`src/rtl/rx_cgmii_decap.sv`:
```
// rx_cgmii_decap: CGMII (32-lane, 256-bit) receive decapsulation.
//   Finds the start character (FB, lane 0), drops the 7 preamble/SFD lanes,
//   re-packs the frame so byte 0 sits at rx_data[7:0], and marks the
//   first and last beats. A terminate (FD) ends the frame. The frame is
//   checked for stray control characters, bad idle fill after the
//   terminate, a restart inside a frame, and a length outside
//   MIN_LEN..MAX_LEN. Packet, byte and error statistics are kept.
// Ports:
//   clk156, rst          clock, synchronous active-high reset
//   rxd, rxc, rxd_vld    CGMII data/control lanes and beat strobe
//   fmac_rx_clr_en       synchronous clear of the statistics counters
//   rx_data, rx_be       realigned beat and its valid byte count (1..32)
//   rx_dvld, rx_sop,
//   rx_eop, rx_err       beat valid, first beat, last beat, frame error
//   rx_bytes             frame byte count, valid with rx_eop
//   FMAC_RX_*_CNT        packet / byte / error statistics
module rx_cgmii_decap #(
    parameter logic [15:0] MAX_LEN = 16'd9600,
    parameter logic [15:0] MIN_LEN = 16'd64
) (
    input  logic         clk156,
    input  logic         rst,
    input  logic [255:0] rxd,
    input  logic [31:0]  rxc,
    input  logic         rxd_vld,
    input  logic         fmac_rx_clr_en,
    output logic [255:0] rx_data,
    output logic         rx_dvld,
    output logic         rx_sop,
    output logic         rx_eop,
    output logic         rx_err,
    output logic [5:0]   rx_be,
    output logic [15:0]  rx_bytes,
    output logic [31:0]  FMAC_RX_PKT_CNT,
    output logic [31:0]  FMAC_RX_BYTE_CNT,
    output logic [31:0]  FMAC_RX_ERR_CNT
);

    localparam logic [7:0] START_CH = 8'hFB;
    localparam logic [7:0] TERM_CH  = 8'hFD;
    localparam logic [7:0] IDLE_CH  = 8'h07;

    typedef enum logic [1:0] {IDLE, DATA, FLUSH} state_t;

    function automatic logic [15:0] sat_add(input logic [15:0] a, input logic [5:0] b);
        logic [16:0] s;
        s = {1'b0, a} + {11'd0, b};
        return s[16] ? 16'hFFFF : s[15:0];
    endfunction

    function automatic logic len_bad(input logic [15:0] n);
        return (n < MIN_LEN) || (n > MAX_LEN);
    endfunction

    // Zero the bytes beyond the valid count so stale lanes never leak out.
    function automatic logic [255:0] keep_bytes(input logic [255:0] d, input logic [5:0] be);
        logic [255:0] r;
        r = '0;
        for (int i = 0; i < 32; i++) begin
            if (6'(i) < be) r[8*i +: 8] = d[8*i +: 8];
        end
        return r;
    endfunction

    state_t         state_q, state_d;
    logic [191:0]   held_q, held_d;       // 24 bytes carried into the next beat
    logic [15:0]    acc_q, acc_d;         // bytes already emitted for this frame
    logic           ferr_q, ferr_d;       // error seen earlier in this frame
    logic           first_q, first_d;     // next emitted beat is the sop beat
    logic [5:0]     flush_be_q, flush_be_d;
    logic [255:0]   rx_data_q, rx_data_d;
    logic [5:0]     rx_be_q, rx_be_d;
    logic [15:0]    rx_bytes_q, rx_bytes_d;
    logic           rx_dvld_q, rx_dvld_d, rx_sop_q, rx_sop_d;
    logic           rx_eop_q, rx_eop_d, rx_err_q, rx_err_d;
    logic [31:0]    pkt_q, pkt_d, byte_q, byte_d, errc_q, errc_d;

    logic           is_start, term_found, pre_ctl, post_bad, start_ok, drop;
    logic [4:0]     term_lane;

    assign is_start = rxc[0] && (rxd[7:0] == START_CH);

    // Lowest terminate lane, plus control lanes before it and bad fill after it.
    always_comb begin
        term_found = 1'b0;
        term_lane  = 5'd0;
        for (int i = 31; i >= 0; i--) begin
            if (rxc[i] && (rxd[8*i +: 8] == TERM_CH)) begin
                term_found = 1'b1;
                term_lane  = 5'(i);
            end
        end
        pre_ctl  = 1'b0;
        post_bad = 1'b0;
        for (int i = 0; i < 32; i++) begin
            if (!term_found || (5'(i) < term_lane)) begin
                pre_ctl = pre_ctl | rxc[i];
            end else if ((5'(i) > term_lane) && !(rxc[i] && (rxd[8*i +: 8] == IDLE_CH))) begin
                post_bad = 1'b1;
            end
        end
    end

    always_comb begin
        state_d    = state_q;
        held_d     = held_q;
        acc_d      = acc_q;
        ferr_d     = ferr_q;
        first_d    = first_q;
        flush_be_d = flush_be_q;
        rx_data_d  = rx_data_q;
        rx_be_d    = rx_be_q;
        rx_bytes_d = rx_bytes_q;
        rx_dvld_d  = 1'b0;
        rx_sop_d   = 1'b0;
        rx_eop_d   = 1'b0;
        rx_err_d   = 1'b0;
        start_ok   = 1'b0;
        case (state_q)
            IDLE: start_ok = rxd_vld && is_start;
            DATA: begin
                if (rxd_vld) begin
                    if (is_start) begin
                        // Restart inside a frame: close it with what is held.
                        rx_dvld_d  = 1'b1;
                        rx_sop_d   = first_q;
                        rx_eop_d   = 1'b1;
                        rx_err_d   = 1'b1;
                        rx_be_d    = 6'd24;
                        rx_data_d  = {64'd0, held_q};
                        rx_bytes_d = sat_add(acc_q, 6'd24);
                        state_d    = IDLE;
                        start_ok   = 1'b1;
                    end else if (term_found && (term_lane <= 5'd8)) begin
                        rx_dvld_d  = 1'b1;
                        rx_sop_d   = first_q;
                        rx_eop_d   = 1'b1;
                        rx_be_d    = 6'd24 + 6'(term_lane);
                        rx_data_d  = keep_bytes({rxd[63:0], held_q}, 6'd24 + 6'(term_lane));
                        rx_bytes_d = sat_add(acc_q, 6'd24 + 6'(term_lane));
                        rx_err_d   = ferr_q | pre_ctl | post_bad
                                   | len_bad(sat_add(acc_q, 6'd24 + 6'(term_lane)));
                        state_d    = IDLE;
                    end else begin
                        // Full beat; a late terminate leaves a tail for FLUSH.
                        rx_dvld_d = 1'b1;
                        rx_sop_d  = first_q;
                        rx_be_d   = 6'd32;
                        rx_data_d = {rxd[63:0], held_q};
                        held_d    = rxd[255:64];
                        acc_d     = sat_add(acc_q, 6'd32);
                        ferr_d    = ferr_q | pre_ctl | post_bad;
                        first_d   = 1'b0;
                        if (term_found) begin
                            flush_be_d = 6'(term_lane) - 6'd8;
                            state_d    = FLUSH;
                        end
                    end
                end
            end
            FLUSH: begin
                // Tail leaves regardless of rxd_vld; held_q may be reloaded by a new start.
                rx_dvld_d  = 1'b1;
                rx_eop_d   = 1'b1;
                rx_be_d    = flush_be_q;
                rx_data_d  = keep_bytes({64'd0, held_q}, flush_be_q);
                rx_bytes_d = sat_add(acc_q, flush_be_q);
                rx_err_d   = ferr_q | len_bad(sat_add(acc_q, flush_be_q));
                state_d    = IDLE;
                start_ok   = rxd_vld && is_start;
            end
            default: state_d = IDLE;
        endcase

        // A start beat that also carries a terminate is dropped unseen.
        drop = start_ok && term_found;
        if (start_ok && !term_found) begin
            held_d  = rxd[255:64];
            acc_d   = 16'd0;
            ferr_d  = |rxc[31:1];
            first_d = 1'b1;
            state_d = DATA;
        end

        pkt_d  = pkt_q + 32'(rx_eop_d);
        byte_d = byte_q + (rx_eop_d ? {16'd0, rx_bytes_d} : 32'd0);
        errc_d = errc_q + 32'(rx_eop_d && rx_err_d) + 32'(drop);
        if (fmac_rx_clr_en) begin
            pkt_d  = 32'd0;
            byte_d = 32'd0;
            errc_d = 32'd0;
        end
    end

    always_ff @(posedge clk156) begin
        if (rst) begin
            state_q    <= IDLE;
            held_q     <= '0;
            acc_q      <= '0;
            ferr_q     <= 1'b0;
            first_q    <= 1'b0;
            flush_be_q <= '0;
            rx_data_q  <= '0;
            rx_be_q    <= '0;
            rx_bytes_q <= '0;
            rx_dvld_q  <= 1'b0;
            rx_sop_q   <= 1'b0;
            rx_eop_q   <= 1'b0;
            rx_err_q   <= 1'b0;
            pkt_q      <= '0;
            byte_q     <= '0;
            errc_q     <= '0;
        end else begin
            state_q    <= state_d;
            held_q     <= held_d;
            acc_q      <= acc_d;
            ferr_q     <= ferr_d;
            first_q    <= first_d;
            flush_be_q <= flush_be_d;
            rx_data_q  <= rx_data_d;
            rx_be_q    <= rx_be_d;
            rx_bytes_q <= rx_bytes_d;
            rx_dvld_q  <= rx_dvld_d;
            rx_sop_q   <= rx_sop_d;
            rx_eop_q   <= rx_eop_d;
            rx_err_q   <= rx_err_d;
            pkt_q      <= pkt_d;
            byte_q     <= byte_d;
            errc_q     <= errc_d;
        end
    end

    assign rx_data          = rx_data_q;
    assign rx_be            = rx_be_q;
    assign rx_bytes         = rx_bytes_q;
    assign rx_dvld          = rx_dvld_q;
    assign rx_sop           = rx_sop_q;
    assign rx_eop           = rx_eop_q;
    assign rx_err           = rx_err_q;
    assign FMAC_RX_PKT_CNT  = pkt_q;
    assign FMAC_RX_BYTE_CNT = byte_q;
    assign FMAC_RX_ERR_CNT  = errc_q;

endmodule
```
`config.mk`:
```
export PLATFORM = sky130hd
export DESIGN_NAME = rx_cgmii_decap
export DESIGN_NICKNAME = d
export VERILOG_FILES = /design/src/rtl/rx_cgmii_decap.sv
export SDC_FILE = /design/constraint.sdc
export NUM_CORES = 2
export LEC_CHECK = 0
export CELL_PAD_IN_SITES_DETAIL_PLACEMENT = 1
export CELL_PAD_IN_SITES_GLOBAL_PLACEMENT = 2
export CORE_ASPECT_RATIO = 1.75
export CORE_MARGIN = 5
export CORE_UTILIZATION = 26
export CTS_CLUSTER_DIAMETER = 150
export DETAILED_ROUTE_END_ITERATION = 6
export GPL_ROUTABILITY_DRIVEN = 0
export PLACE_DENSITY_LB_ADDON = 0.15
export REMOVE_ABC_BUFFERS = 1
export SLEW_MARGIN = 20
export SYNTH_ARGS = -nofsm -noshare
export SYNTH_HDL_FRONTEND = slang
export SYNTH_SLANG_ARGS = --single-unit
```
`constraint.sdc`:
```
create_clock -name clk156 -period 9.5 [get_ports clk156]
set_input_delay 1.9 -clock clk156 [delete_from_list [all_inputs] [get_ports clk156]]
set_output_delay 1.9 -clock clk156 [all_outputs]
set_load 0.1 [all_outputs]
```
### After elaboration in Yosys (flattened, before gate mapping)

Index checks and enable logic that the tools add are counted.

| storage, ports and cells | value |
|---|---|
| bits in registers | 596 |
| input bits | 292 |
| output and inout bits | 378 |
| word-level logic and storage cells | 717 |

| cells by class | value |
|---|---|
| order comparisons | 125 |
| equality and inequality tests | 74 |
| bitwise operators | 40 |
| $add $sub $neg | 10 |
| reduce and logical (&&, ||, !) cells | 184 |
| mux-type cells | 267 |

Operators with widths:

| cell | count |
|---|---|
| 192-bit 2-to-1 mux | 5 |
| 256-bit 2-to-1 mux | 3 |
| 256-bit one-hot mux with 2 select lines | 1 |
| 8-bit 2-to-1 mux | 56 |
| 8-bit equality test, second input constant | 33 |
| 8-bit by 3-bit equality test with 1-bit output, second input constant | 32 |
| 5-bit 2-to-1 mux | 32 |
| 1-bit 2-to-1 mux | 148 |
| 5-bit by 6-bit less-than comparator with 1-bit output, first input constant | 24 |
| 16-bit 2-to-1 mux | 8 |
| 1-bit logical AND | 102 |
| 32-bit by 1-bit adder with 32-bit output | 3 |
| 4-bit by 6-bit less-than comparator with 1-bit output, first input constant | 16 |
| 5-bit greater-than comparator, first input constant | 16 |
| 5-bit less-than comparator, first input constant | 16 |
| 3-bit by 6-bit less-than comparator with 1-bit output, first input constant | 8 |
| 4-bit by 5-bit greater-than comparator with 1-bit output, first input constant | 8 |
| 4-bit by 5-bit less-than comparator with 1-bit output, first input constant | 8 |
| 1-bit OR | 35 |
| 16-bit by 6-bit adder with 17-bit output | 2 |
| 1-bit logical OR | 34 |
| 1-bit zero test | 33 |
| 32-bit by 16-bit adder with 32-bit output | 1 |
| 16-bit by 14-bit greater-than comparator with 1-bit output, second input constant | 2 |
| 37 further kinds | 74 |

### Logic depth before layout (Yosys ltp)

| depth | value |
|---|---|
| depth after elaboration | 109 |
| gate-level depth with buffers | 39 |
| gate-level depth less buffers | 36 |

### Worst setup path after synthesis

OpenSTA, ideal clock, no wires.

| timing | value |
|---|---|
| path kind | in2reg |
| start | in rxc[18] |
| end | reg byte_q[24], in the netlist FMAC_RX_BYTE_CNT[24] |
| setup slack | 0.466 ns |
| setup time | 0.116 ns |
| path buffers | 3 |
| data arrival time | 8.918 ns |
| required time | 9.384 ns |
| cell stages on the path | 38 |
| cells stage by stage | nand3_1 > or4_1 > and2_4 > a221oi_2 > nand3_2 > o211a_1 > buf_6 > nand2_8 > inv_6 > buf_8 > ha_1 > fa_1 > a21o_1 > a21oi_1 > o21bai_1 > a21oi_1 > nor3_1 > or4_1 > [2 not listed] > nand2b_1 > a21oi_1 > nor2_1 > ha_1 > inv_1 > fa_1 > nor2b_1 > o21ai_0 > a21oi_1 > o21ai_0 > a21boi_0 > o21ai_0 > a21oi_1 > o21ai_0 > a211oi_1 > o31ai_1 > nand2_1 > a41o_1 |

| on the way | value |
|---|---|
| longest elaborated chain between the ends | 29 |
| elaborated cells on any way between the ends | 54 |
| those cells by class | add/sub (3); order compare (1); mux (48); reduce/logical (2) |

RTL lines:

| what | line | source |
|---|---|---|
| start: declaration | 24 | `input logic [31:0] rxc,` |
| 1-bit logical AND (*) | 88 | `if (rxc[i] && (rxd[8*i +: 8] == TERM_CH)) begin` |
| 5-bit 2-to-1 mux (*) (19 in series) | 88 |  |
| net term_lane[0] | 79 | `logic [4:0] term_lane;` |
| 5-bit by 5-bit adder with 6-bit output | 140 | `rx_bytes_d = sat_add(acc_q, 6'd24 + 6'(term_lane));` |
| 16-bit by 6-bit adder with 17-bit output | 47 | `s = {1'b0, a} + {11'd0, b};` |
| 16-bit 2-to-1 mux | 48 | `return s[16] ? 16'hFFFF : s[15:0];` |
| 16-bit 2-to-1 mux | 134 | `end else if (term_found && (term_lane <= 5'd8)) begin` |
| 16-bit 2-to-1 mux | 123 | `if (is_start) begin` |
| 16-bit 2-to-1 mux | 122 | `if (rxd_vld) begin` |
| 16-bit one-hot mux with 2 select lines | 119 | `case (state_q)` |
| 16-bit 2-to-1 mux (*) | 186 | `byte_d = byte_q + (rx_eop_d ? {16'd0, rx_bytes_d} : 32'd0);` |
| 32-bit by 16-bit adder with 32-bit output (*) | 186 |  |
| end signal: assignment | 228 | `byte_q <= byte_d;` |
| end: declaration | 76 | `logic [31:0] pkt_q, pkt_d, byte_q, byte_d, errc_q, errc_d;` |

The timed path passes the listed nets; every way through them passes the cells marked *.
A chain may end at the register's enable or synchronous reset.

### Worst setup path after layout

| timing | value |
|---|---|
| start | in rxc[30] |
| end | reg byte_q[28], in the netlist FMAC_RX_BYTE_CNT[28] |

| on the way | value |
|---|---|
| longest elaborated chain between the ends | 41 |
| elaborated cells on any way between the ends | 78 |
| those cells by class | add/sub (3); order compare (1); mux (72); reduce/logical (2) |

RTL lines:

| what | line |
|---|---|
| 1-bit logical AND (*) | 88 |
| 5-bit 2-to-1 mux (31 in series) | 88 |
| 5-bit by 5-bit adder with 6-bit output | 140 |
| 16-bit by 6-bit adder with 17-bit output | 47 |
| 16-bit 2-to-1 mux | 48 |
| 16-bit 2-to-1 mux | 134 |
| 16-bit 2-to-1 mux | 123 |
| 16-bit 2-to-1 mux | 122 |
| 16-bit one-hot mux with 2 select lines | 119 |
| 16-bit 2-to-1 mux (*) | 186 |
| 32-bit by 16-bit adder with 32-bit output (*) | 186 |

Every way passes the cells marked *; elsewhere a longest branch is shown, timed or not.

==> key figures <==
Timing
  – Fmax: 112 MHz
  – Setup violators final: 0
  – Final period util: 94.2%
  – Clk_skew: 0.0315 ns
  – Min Hold Slack: 0.448 ns
  – Slew headroom: about a fifth
  – Worst slew pin tran: 1.19 ns
  – RSZ-0062 raised after global routing: false
  – Final Hold Fails: 0
  – Min Tclk post-route: between 8 and 9 ns
  – Slew Viols, Final: 0

Run
  – Number of max-cap violations: 0

Critical path
  – Slowest cell on the critical path: or4_1
  – Worst EP arrival: between 9 and 10 ns
  – Kind of critical path: primary input to flop
  – Worst Path Required: between 10 and 15 ns
  – Crit path max fanout: 7
  – Critical Path Sink Type: flop
  – CP Launch Type: primary input
  – CP most frequent cell: a21oi_1
  – Crit path largest cell delay: about 0.67 ns
  – Reg2reg end: FMAC_RX_BYTE_CNT[28]
  – Register-to-Register Path Depth: 26
  – Reg2Reg Launch Point: acc_q[8]
  – Reg2reg setup slack: 3.58 ns

Routing
  – DRT Wirelength: about 140000 um
  – Drt initial violations: around 1200
  – Post-route ant nets: 0
  – Residual DRC: 0
  – Vias per inst: 5.21
  – DR pass1 iterations: 5
  – Via count: ~28000
  – Drt wl/cell: 26.2 um

Synthesis
  – #FFs+latches synth: 592
  – Synth Instances: 3229
  – Synth top area share: 44.7%
  – Synthesized area per cell: between 8 and 9 sq um
  – Post-synth ARST share: 0%
  – Ys Warns: 0
  – Register area share after synthesis: between 40% and 50%
  – Ys flop type: dfxtp_1
  – Cell taking the most area after synthesis: dfxtp_1
  – EDFF count, synth: 0
  – Post-synth cell types: 101
  – Top cells by area, synth: dfxtp_1 45%, nand2_1 7.5%, a21oi_1 5.9%
  – Mapped Area: between 0.02 and 0.03 sq mm

Global route
  – Total global-route track usage: 25.1%
  – Largest net degree at the start of global routing: approximately 160
  – Total grt overflow: 0
  – Vias in the first global route: 29700
  – Global-route wire length before repair: between 200000 and 250000 um
  – Initial antenna violation count: 13

Hold path
  – HP Start: held_q[33]
  – Worst hold path class: flop to flop
  – Worst Hold End: held_q[33]
  – Hold path cells: 2

Power and ir drop
  – Peak VDD IR: 0.138 mV
  – Pwr Total: roughly 5.6 mW
  – Leak Pwr: ~14 nW
  – Pwr dens: ~140 mW/mm^2

Floorplan
  – Height of the die: 432 um
  – Row count: 155
  – Core Area: about 0.10 sq mm
  – Die area: approximately 0.11 sq mm
  – Initial core utilization: 26.1%
  – Ports: 670
  – Die width: roughly 250 um

Layout
  – Layout cell share with drive strength beyond 1: a little over a tenth
  – Nets: ~4400
  – Fillers: roughly 12000
  – Fin area: about 0.039 sq mm
  – Util after Layout: approximately 38%
  – Seq. cell area: around 0.012 sq mm
  – Area grow syn2layout: 45.6%
  – Post-route insts no fill: approximately 5400
  – Multi-input logic area: ~0.014 sq mm

Clocking
  – Post-CTS setup buffer count: 0
  – Clk Latency, worst-skew pair: 0.65 ns
  – Hold buffers post-CTS: 0
  – Deepest clock path buffer count: 3
  – CTS root buf: clkbuf_16
  – Post-CTS Resized: 0
  – H-tree levels: 3
  – TritonCTS Buffers: between 60 and 70
  – CTS tree: built
  – Clk sinks: a little under 600
  – Clk slew on worst S/H paths: 0.06 ns

Placement
  – DPL Wire Length: between 100000 and 150000 um
  – Placed cell areas: between 0.03 and 0.04 sq mm
  – IO Port Bufs: 669
  – Placed cells: 5318

Outcome
  – Status: complete, no violations
[how the worst max path moves through the flow]
stage | from | to
after global placement | rxd[176] | FMAC_RX_BYTE_CNT[22]
after detailed placement | rxc[30] | FMAC_RX_BYTE_CNT[16]
after global routing | rxc[30] | FMAC_RX_BYTE_CNT[26]
final | rxc[30] | FMAC_RX_BYTE_CNT[28]
after CTS | rxd[176] | FMAC_RX_BYTE_CNT[16]
after floorplan | rxd[226] | held_q[0]
[metal layers]
metal / wire [um] / part of all wire, % / global-route usage, % / vias up
met5: 24 / 0.017 / 0 / -
met4: 6290 / 4.4 / 10.4 / 4
met3: 7330 / 5.1 / 4.96 / 228
met2: 74900 / 53 / 47.0 / 809
met1: 54100 / 38 / 27.3 / 14100
li1: - / - / - / 13200
[layout make-up]
| class | count | share of cell area, % |
|---|---|---|
| flip-flops and latches | 592 | 30.7 |
| clock inverters | 26 | 0.875 |
| diodes | 9 | 0.0583 |
| clock buffers | 91 | 4.91 |
| repair buffers | 935 | 22.8 |
| multi-input cells | 2387 | 35.7 |
| inverters | 70 | 0.694 |
| well taps | 1334 | 4.32 |
[Yosys cell counts (6+ instances only)]
master / number
or4_1: 25
ha_1: 44
nand2b_1: 27
o21a_1: 14
clkbuf_1: 144
a21o_1: 11
a211oi_1: 21
o21bai_1: 6
nor4_1: 63
and2_1: 21
nor2_1: 389
xnor2_1: 40
a221oi_1: 19
buf_1: 7
dfxtp_1: 592
xor2_1: 59
mux2i_1: 8
o22ai_1: 6
nand3_1: 104
a311oi_1: 9
and4_1: 6
a32oi_1: 10
o31ai_1: 9
and3_1: 26
or3_1: 29
a21oi_1: 315
o21ai_0: 67
or2_2: 6
o211ai_1: 8
o21ai_1: 7
a31oi_1: 24
a22oi_1: 179
buf_2: 27
nand2_1: 529
nand4_1: 51
inv_1: 66
or4b_2: 11
nor3_1: 59
a22o_1: 66
nor2b_1: 11
[placed cells by master (no fill, tap or decap), types with 10 or more instances in the layout]
cell type	n
inv_1	66
nor3_1	59
xnor2_1	40
nor2_1	388
clkbuf_1	11
nand2_1	528
ha_1	44
o21ai_1	10
a32oi_1	10
xor2_1	59
nor2b_1	10
a22oi_1	179
nand4_1	51
clkbuf_8	13
nand2b_1	27
o21ai_0	63
clkdlybuf4s50_1	668
a221oi_1	18
dfxtp_1	592
and2_1	20
clkinv_2	10
o21a_1	14
or4_1	25
a31oi_1	24
buf_4	259
nor4_1	59
a211oi_1	17
and3_1	26
or3_1	29
a21o_1	11
a21oi_1	312
nand3_1	104
or4b_2	11
clkbuf_16	67
a22o_1	66
[where the power goes]
group,internal (mW),total [mW],switching [mW]
Sequential,2.48,2.48,0.000542
Combinational,0.170,0.367,0.198
Clock,1.53,2.70,1.17
Total,4.18,5.55,1.37
[logic make-up (layout without fill, tap and decap cells)]
kind of cell             count (synthesis)  after routing  synth area share [%]
AND/OR/NAND/NOR                       1389           1389                  24.2
AO/OA/AOI/OAI                          839            839                  21.2
adder cells (fa/ha/maj)                 49             49                  2.42
XOR/XNOR                                99             99                  3.27
flip-flops                             592            592                  44.7
multiplexers                            11             11                 0.430
other                                    0              9                     0
buffers and inverters                  250           1122                  3.76
[flip-flops by register name, indices dropped and copies added, names as in the netlist]
signal / cells
rx_be: 6
state_q: 2
rx_bytes: 16
FMAC_RX_PKT_CNT: 32
held_q: 192
rx_data: 256
flush_be_q: 6
acc_q: 12
first_q: 1
rx_err: 1
ferr_q: 1
FMAC_RX_BYTE_CNT: 32
FMAC_RX_ERR_CNT: 32
rx_sop: 1
rx_dvld: 1
rx_eop: 1
[per-stage QoR]
stage	setup slack, ns	TNS [ns]
2_1_floorplan	-2.30	-678.51
3_3_place_gp	-0.205	-2.13
3_5_place_dp	-0.349	-4.29
4_1_cts	0.314	0
5_1_grt	0.00374	0
6_report	0.554	0
[worst max-delay path, delay by kind of cell]
family                     cells  cell delay (ns)
and+or+nand+nor                8             1.79
buffers and inverters          5             1.04
AOI/OAI and AO/OA             20             3.67
adders and majority gates      3             0.89
xor gates and xnor gates       1             0.16
Note: power is estimated with default switching activity, not from simulation.
